File: config.mk
export PLATFORM = sky130hd
export DESIGN_NAME = fsm_ring_driver
export DESIGN_NICKNAME = d
export VERILOG_FILES = /design/src/rtl/fsm_ring_driver.sv
export SDC_FILE = /design/constraint.sdc
export NUM_CORES = 1
export LEC_CHECK = 0
export BUFFER_PORTS_ARGS = -buffer_cell sky130_fd_sc_hd__buf_4
export CORE_MARGIN = 8
export CORE_UTILIZATION = 35
export DETAILED_ROUTE_END_ITERATION = 12
export MAX_ROUTING_LAYER = met4
export PLACE_DENSITY_LB_ADDON = 0.12
export SYNTH_ARGS = -nofsm -noshare
export SYNTH_HDL_FRONTEND = slang
export SYNTH_SLANG_ARGS = --single-unit
export TNS_END_PERCENT = 30
File: constraint.sdc
create_clock -name c -period 3.9 [get_ports c]
set_clock_uncertainty 0.15 [all_clocks]
set_input_delay 0.195 -clock c [delete_from_list [all_inputs] [get_ports c]]
set_output_delay 0.195 -clock c [all_outputs]
set_load 0.005 [all_outputs]
File: src/rtl/fsm_ring_driver.sv
// fsm_ring_driver
//   Initiator for the 8-state ring FSM (ST0..ST7). It drives the ring's serial
//   step bit and its synchronous reset. It moves the ring to a requested state
//   over the shortest path and keeps a shadow copy of the ring state. Every
//   active cycle it checks the ring's out bit against the value expected for
//   the shadow state.
//
// Parameters
//   CNT_W        width of the saturating mismatch counter
//   CHECK_EN     1 = out-checker active, 0 = err/mismatch_cnt held at 0
//
// Ports
//   c            clock
//   rst_n        asynchronous active-low reset
//   req_valid    move request valid
//   req_ready    request accepted when req_valid & req_ready at a rising edge
//   req_target   target state index 0..7
//   drv_in       to ring in: 1 = step up, 0 = step down
//   drv_rst      to ring rst (synchronous, active-high)
//   obs_out      from ring out
//   cur_state    shadow ring state index
//   busy         high in SYNC and MOVE
//   done         one-cycle pulse when the shadow reaches the latched target
//   err          sticky mismatch flag
//   mismatch_cnt saturating count of mismatching cycles
module fsm_ring_driver #(
  parameter int CNT_W    = 8,
  parameter bit CHECK_EN = 1'b1
) (
  input  logic             c,
  input  logic             rst_n,
  input  logic             req_valid,
  output logic             req_ready,
  input  logic [2:0]       req_target,
  output logic             drv_in,
  output logic             drv_rst,
  input  logic             obs_out,
  output logic [2:0]       cur_state,
  output logic             busy,
  output logic             done,
  output logic             err,
  output logic [CNT_W-1:0] mismatch_cnt
);

  localparam logic [1:0] ST_SYNC = 2'd0;
  localparam logic [1:0] ST_IDLE = 2'd1;
  localparam logic [1:0] ST_MOVE = 2'd2;

  // Expected ring out bit, indexed by ring state (bit n = STn).
  localparam logic [7:0] EXP_OUT = 8'b0101_1001;

  localparam logic [CNT_W-1:0] CNT_MAX = '1;
  localparam logic [CNT_W-1:0] CNT_ONE = {{(CNT_W-1){1'b0}}, 1'b1};

  logic [1:0]       state_q, state_d;
  logic [2:0]       shadow_q, shadow_d;
  logic [2:0]       target_q, target_d;
  logic             dither_q, dither_d;
  logic             err_q, err_d;
  logic [CNT_W-1:0] cnt_q, cnt_d;

  logic [2:0] fwd;
  logic       at_target;
  logic       mismatch;

  // Forward distance to the target; 3-bit subtraction gives the mod-8 wrap.
  always_comb begin
    fwd       = target_q - shadow_q;
    at_target = (fwd == 3'd0);
  end

  // Moore outputs. The done cycle also behaves as the first IDLE dither step,
  // so it drives 1 and can already accept the next request.
  always_comb begin
    drv_rst   = 1'b0;
    drv_in    = 1'b0;
    req_ready = 1'b0;
    busy      = 1'b0;
    done      = 1'b0;
    case (state_q)
      ST_IDLE: begin
        req_ready = 1'b1;
        drv_in    = dither_q;
      end
      ST_MOVE: begin
        busy = 1'b1;
        if (at_target) begin
          done      = 1'b1;
          drv_in    = 1'b1;
          req_ready = 1'b1;
        end else begin
          // fwd 1..4 goes up (tie at 4 goes up), 5..7 goes down.
          drv_in = (fwd <= 3'd4);
        end
      end
      default: begin
        drv_rst = 1'b1;
        busy    = 1'b1;
      end
    endcase
  end

  // Next state, shadow tracking and request capture. The ring steps every
  // clock, so the shadow always follows drv_in except while resetting the ring.
  always_comb begin
    state_d  = state_q;
    target_d = target_q;
    dither_d = dither_q;
    shadow_d = drv_in ? (shadow_q + 3'd1) : (shadow_q - 3'd1);
    case (state_q)
      ST_IDLE: begin
        dither_d = ~dither_q;
        if (req_valid) begin
          target_d = req_target;
          state_d  = ST_MOVE;
        end
      end
      ST_MOVE: begin
        if (at_target) begin
          dither_d = 1'b0;
          if (req_valid) begin
            target_d = req_target;
            state_d  = ST_MOVE;
          end else begin
            state_d = ST_IDLE;
          end
        end
      end
      default: begin
        shadow_d = 3'd0;
        dither_d = 1'b1;
        state_d  = ST_IDLE;
      end
    endcase
  end

  // Out-checker: compare the ring output with the value for the shadow state
  // in every IDLE/MOVE cycle; the flag is sticky and the counter saturates.
  always_comb begin
    mismatch = CHECK_EN && ((state_q == ST_IDLE) || (state_q == ST_MOVE)) &&
               (obs_out != EXP_OUT[shadow_q]);
    err_d    = err_q | mismatch;
    cnt_d    = cnt_q;
    if (mismatch && (cnt_q != CNT_MAX)) begin
      cnt_d = cnt_q + CNT_ONE;
    end
  end

  always_ff @(posedge c or negedge rst_n) begin
    if (!rst_n) begin
      state_q  <= ST_SYNC;
      shadow_q <= 3'd0;
      target_q <= 3'd0;
      dither_q <= 1'b1;
      err_q    <= 1'b0;
      cnt_q    <= '0;
    end else begin
      state_q  <= state_d;
      shadow_q <= shadow_d;
      target_q <= target_d;
      dither_q <= dither_d;
      err_q    <= err_d;
      cnt_q    <= cnt_d;
    end
  end

  assign cur_state    = shadow_q;
  assign err          = err_q;
  assign mismatch_cnt = cnt_q;

endmodule

==> flow_summary_export.csv <==
group,metric,value,unit
synth,avgSynthCellArea,10.1,µm²
routing,viasPerCell,5.07,
outcome,status,"finished, final reports clean",
timing,setup_viol,0,
setup_path,crit_type,"reg2reg",
global_route,antenna_found_initial,0,
timing,max_freq,311,MHz
synth,synth-edff-count,0,
timing,rsz0062_at_grt,"false",
flow_run,drv_cap,0,
synth,synth_seq_cells,18,
timing,fin_crit_sh,82.5,%
global_route,grt_pass1_vias,954,
timing,tns,0,ns
pwr,p_sw_share,43.7,%
synth,synth_compound_area_share,10.8,%
clocking,cts_resized,0,
synth,yosys.area.top_type,"dfrtp_1",
die,rows,20,
synth,yosysWarnings,0,
synth,netlist_area,1120,µm²
synth,synth_mux_area_share,8.04,%
synth,synthTopCellsByArea,"dfrtp_1 (38%), mux2_2 (8.0%), ha_1 (5.6%)",
clocking,clk_latency,0.29,ns
die,die_h,72.6,µm
routing,finalWirelength,2.51,mm
pwr,power,0.00123,W
routing,ant_nets,0,
setup_path,cp_max_fo,4,
synth,async_reset_ff_share,100,%
timing,report.final.slew_viol_count,0,
worst_hold_path,min-delay-path-class,"in2async",
place,place_hpwl,1.89,mm
setup_path,required,3.99,ns
synth,synth_adder_area_share,7.37,%
clocking,cts_tree,"yes",
cells_and_area,nets,154,
clocking,htreeDepth,1,
cells_and_area,stdcell_area,1420,µm²
synth,synth_ff_type,"dfrtp_1",
setup_path,crit_path_start_kind,"flop",
clocking,cts_setup_buffers,0,
cells_and_area,drive_gt1_share,30.7,%
die,core,3050,µm²
die,die-area,5270,µm²
clocking,numCtsBuffers,3,
die,die_x,72.6,µm
pwr,seqPwrFrac,28.8,%
cells_and_area,num-fill-cells,305,
routing,vias,932,
global_route,track_usage,10.5,%
synth,synth_nets,124,
global_route,grt_pass1_wl,4.39,mm
pwr,leakagePower,0.644,nW
cells_and_area,syn_to_final_growth,27.0,%
routing,drc,0,
pwr,comb_power_share,61.8,%
synth,synth_xor_area_share,7.59,%
clocking,path_clk_slew,0.10,ns
synth,synth_cells,111,
routing,wl_per_cell,13.7,µm
pwr,p_clk_share,9.4,%
setup_path,crit_arrival,3.30,ns
die,ios,24,
synth,ys_seq_area_share,40.3,%
clocking,cts_root_buffer,"clkbuf_4",
synth,yosysTopAreaCellShare,37.9,%
pwr,peakVddDrop,0.435,mV
clocking,cts.sinks,18,
pwr,p_sw,0.000537,W
pwr,pwr_density_cell,863,nW/µm²
synth,synthSimpleGateAreaFrac,20.2,%
setup_path,ff2ff_path_depth,11,
global_route,grt_max_degree,19,
cells_and_area,diodes,0,
timing,period_minus_slack,3.22,ns
clocking,clock_path_buffers,2,
pwr,intPower,0.000692,W
die,start_util,36.7,%
timing,slew_headroom,71.6,%
place,io_buffer_count,23,
routing,firstDrtPassIters,4,
setup_path,end_kind,"flop",
synth,synth_top_family_by_area,"simple AND/OR/NAND/NOR gates",
place,gp_congestion,0.883,
place,place_area,1340,µm²
routing,drtIter0Drc,31,
global_route,gr-total-overflow,0,
timing,worst_slew_pin_slew,0.424,ns
timing,hold_violations,0,
synth,synth_cell_types,39,
power groups by stage:
stage | Clock (W) | Combinational (W) | Sequential [W]
finish | 0.000115 | 0.000760 | 0.000354
global route | 0.000129 | 0.000844 | 0.000366
CTS | 0.000121 | 0.000768 | 0.000355
detailed placement | 0 | 0.000760 | 0.000358
global placement | 0 | 0.000747 | 0.000352
floorplan | 0 | 0.000527 | 0.000342
cell usage after synthesis, types with 2 or more instances:
cell and count:
dfrtp_1 17, inv_1 12, mux2_2 8, nand3_1 7, nor2_1 6, ha_1 5
nand2_1 5, a21oi_1 3, a31oi_1 3, clkbuf_1 3, nor4_1 3, xnor2_1 3
xor2_1 3, nand2b_1 2, nand4_1 2, nor3_1 2, nor3b_1 2, nor4b_1 2
o21ai_0 2, xnor2_2 2
final cells by class:
| type | instances | area (µm²) | share of cell area [%] |
|---|---|---|---|
| multi-input cells | 77 | 606 | 42.5 |
| flip-flops and latches | 18 | 452 | 31.7 |
| repair buffers | 29 | 230 | 16.2 |
| well taps | 44 | 55.1 | 3.87 |
| inverters | 12 | 45.0 | 3.16 |
| clock buffers | 4 | 36.3 | 2.55 |
path summary, 6_finish.rpt:
path | from | end | slack (ns)
setup / recovery | cur_state[1] | cur_state[2] | 0.68
setup reg to reg | cur_state[1] | cur_state[2] | 0.68
max in group asynchronous | rst_n | dither_q | 3.19
min in group c | obs_out | err | 0.28
hold / removal | rst_n | target_q[1] | 0.15
hold reg to reg | err | err | 0.35
cell usage in the layout, fill, tap and decap left out, types with 2 or more instances in the layout:
cell	count
buf_4	24
dfrtp_1	17
inv_1	12
mux2_2	8
nand3_1	7
nor2_1	6
nand2_1	5
ha_1	5
dlygate4sd3_1	5
xor2_1	3
a21oi_1	3
xnor2_1	3
nor4_1	3
a31oi_1	3
clkbuf_4	3
xnor2_2	2
nor3b_1	2
o21ai_0	2
nor4b_1	2
nand2b_1	2
nand4_1	2
nor3_1	2
per-layer routing:
layer  global-route usage (%)  up-vias  part of all wire, %
li1                         -      450                    -
met1                     13.7      461                   50
met2                     15.0       19                   44
met3                     4.12        2                  5.7
met4                     2.00        0                 0.60
met5                        -        -                    0
logic make-up (layout without fill, tap and decap cells):
group	count (synthesis)	count (layout)
XOR/XNOR	8	8
buffers and inverters	16	45
AND/OR/NAND/NOR	39	39
adder cells (fa/ha/maj)	6	6
AO/OA/AOI/OAI	16	16
flip-flops	18	18
multiplexers	8	8
timing repair:
item,in CTS,in global routing
hold endpoints to repair,22,0
hold buffers,5,0
setup endpoints to repair,0,0
worst max-delay path, stage by stage, from the launching register on:
cell and delay [ns]:
dfrtp_1 0.38, inv_1 0.08, ha_1 0.28, or2b_1 0.24, and3_2 0.23, o31ai_1 0.19
a21oi_1 0.14, fa_1 0.46, xnor2_1 0.18, or3b_1 0.35, or4_1 0.40, nand3_1 0.08
flip-flops by register name (all words and copies together) (netlist names):
name and count:
err 1, cur_state 3, mismatch_cnt 8, dither_q 1, state_q 2, target_q 3
metrics by stage:
stage | instances | hold slack [ns] | util, % | setup WS, ns
floorplan | 111 | -0.251 | - | 0.837
global placement | 175 | -0.0633 | 43.8 | 0.811
detailed placement | 175 | -0.0666 | 43.8 | 0.721
CTS | 184 | 0.145 | 46.6 | 0.671
global route | 184 | 0.159 | 46.6 | 0.521
finish | 184 | 0.147 | 46.6 | 0.683
Note: power is estimated with default switching activity, not from simulation.
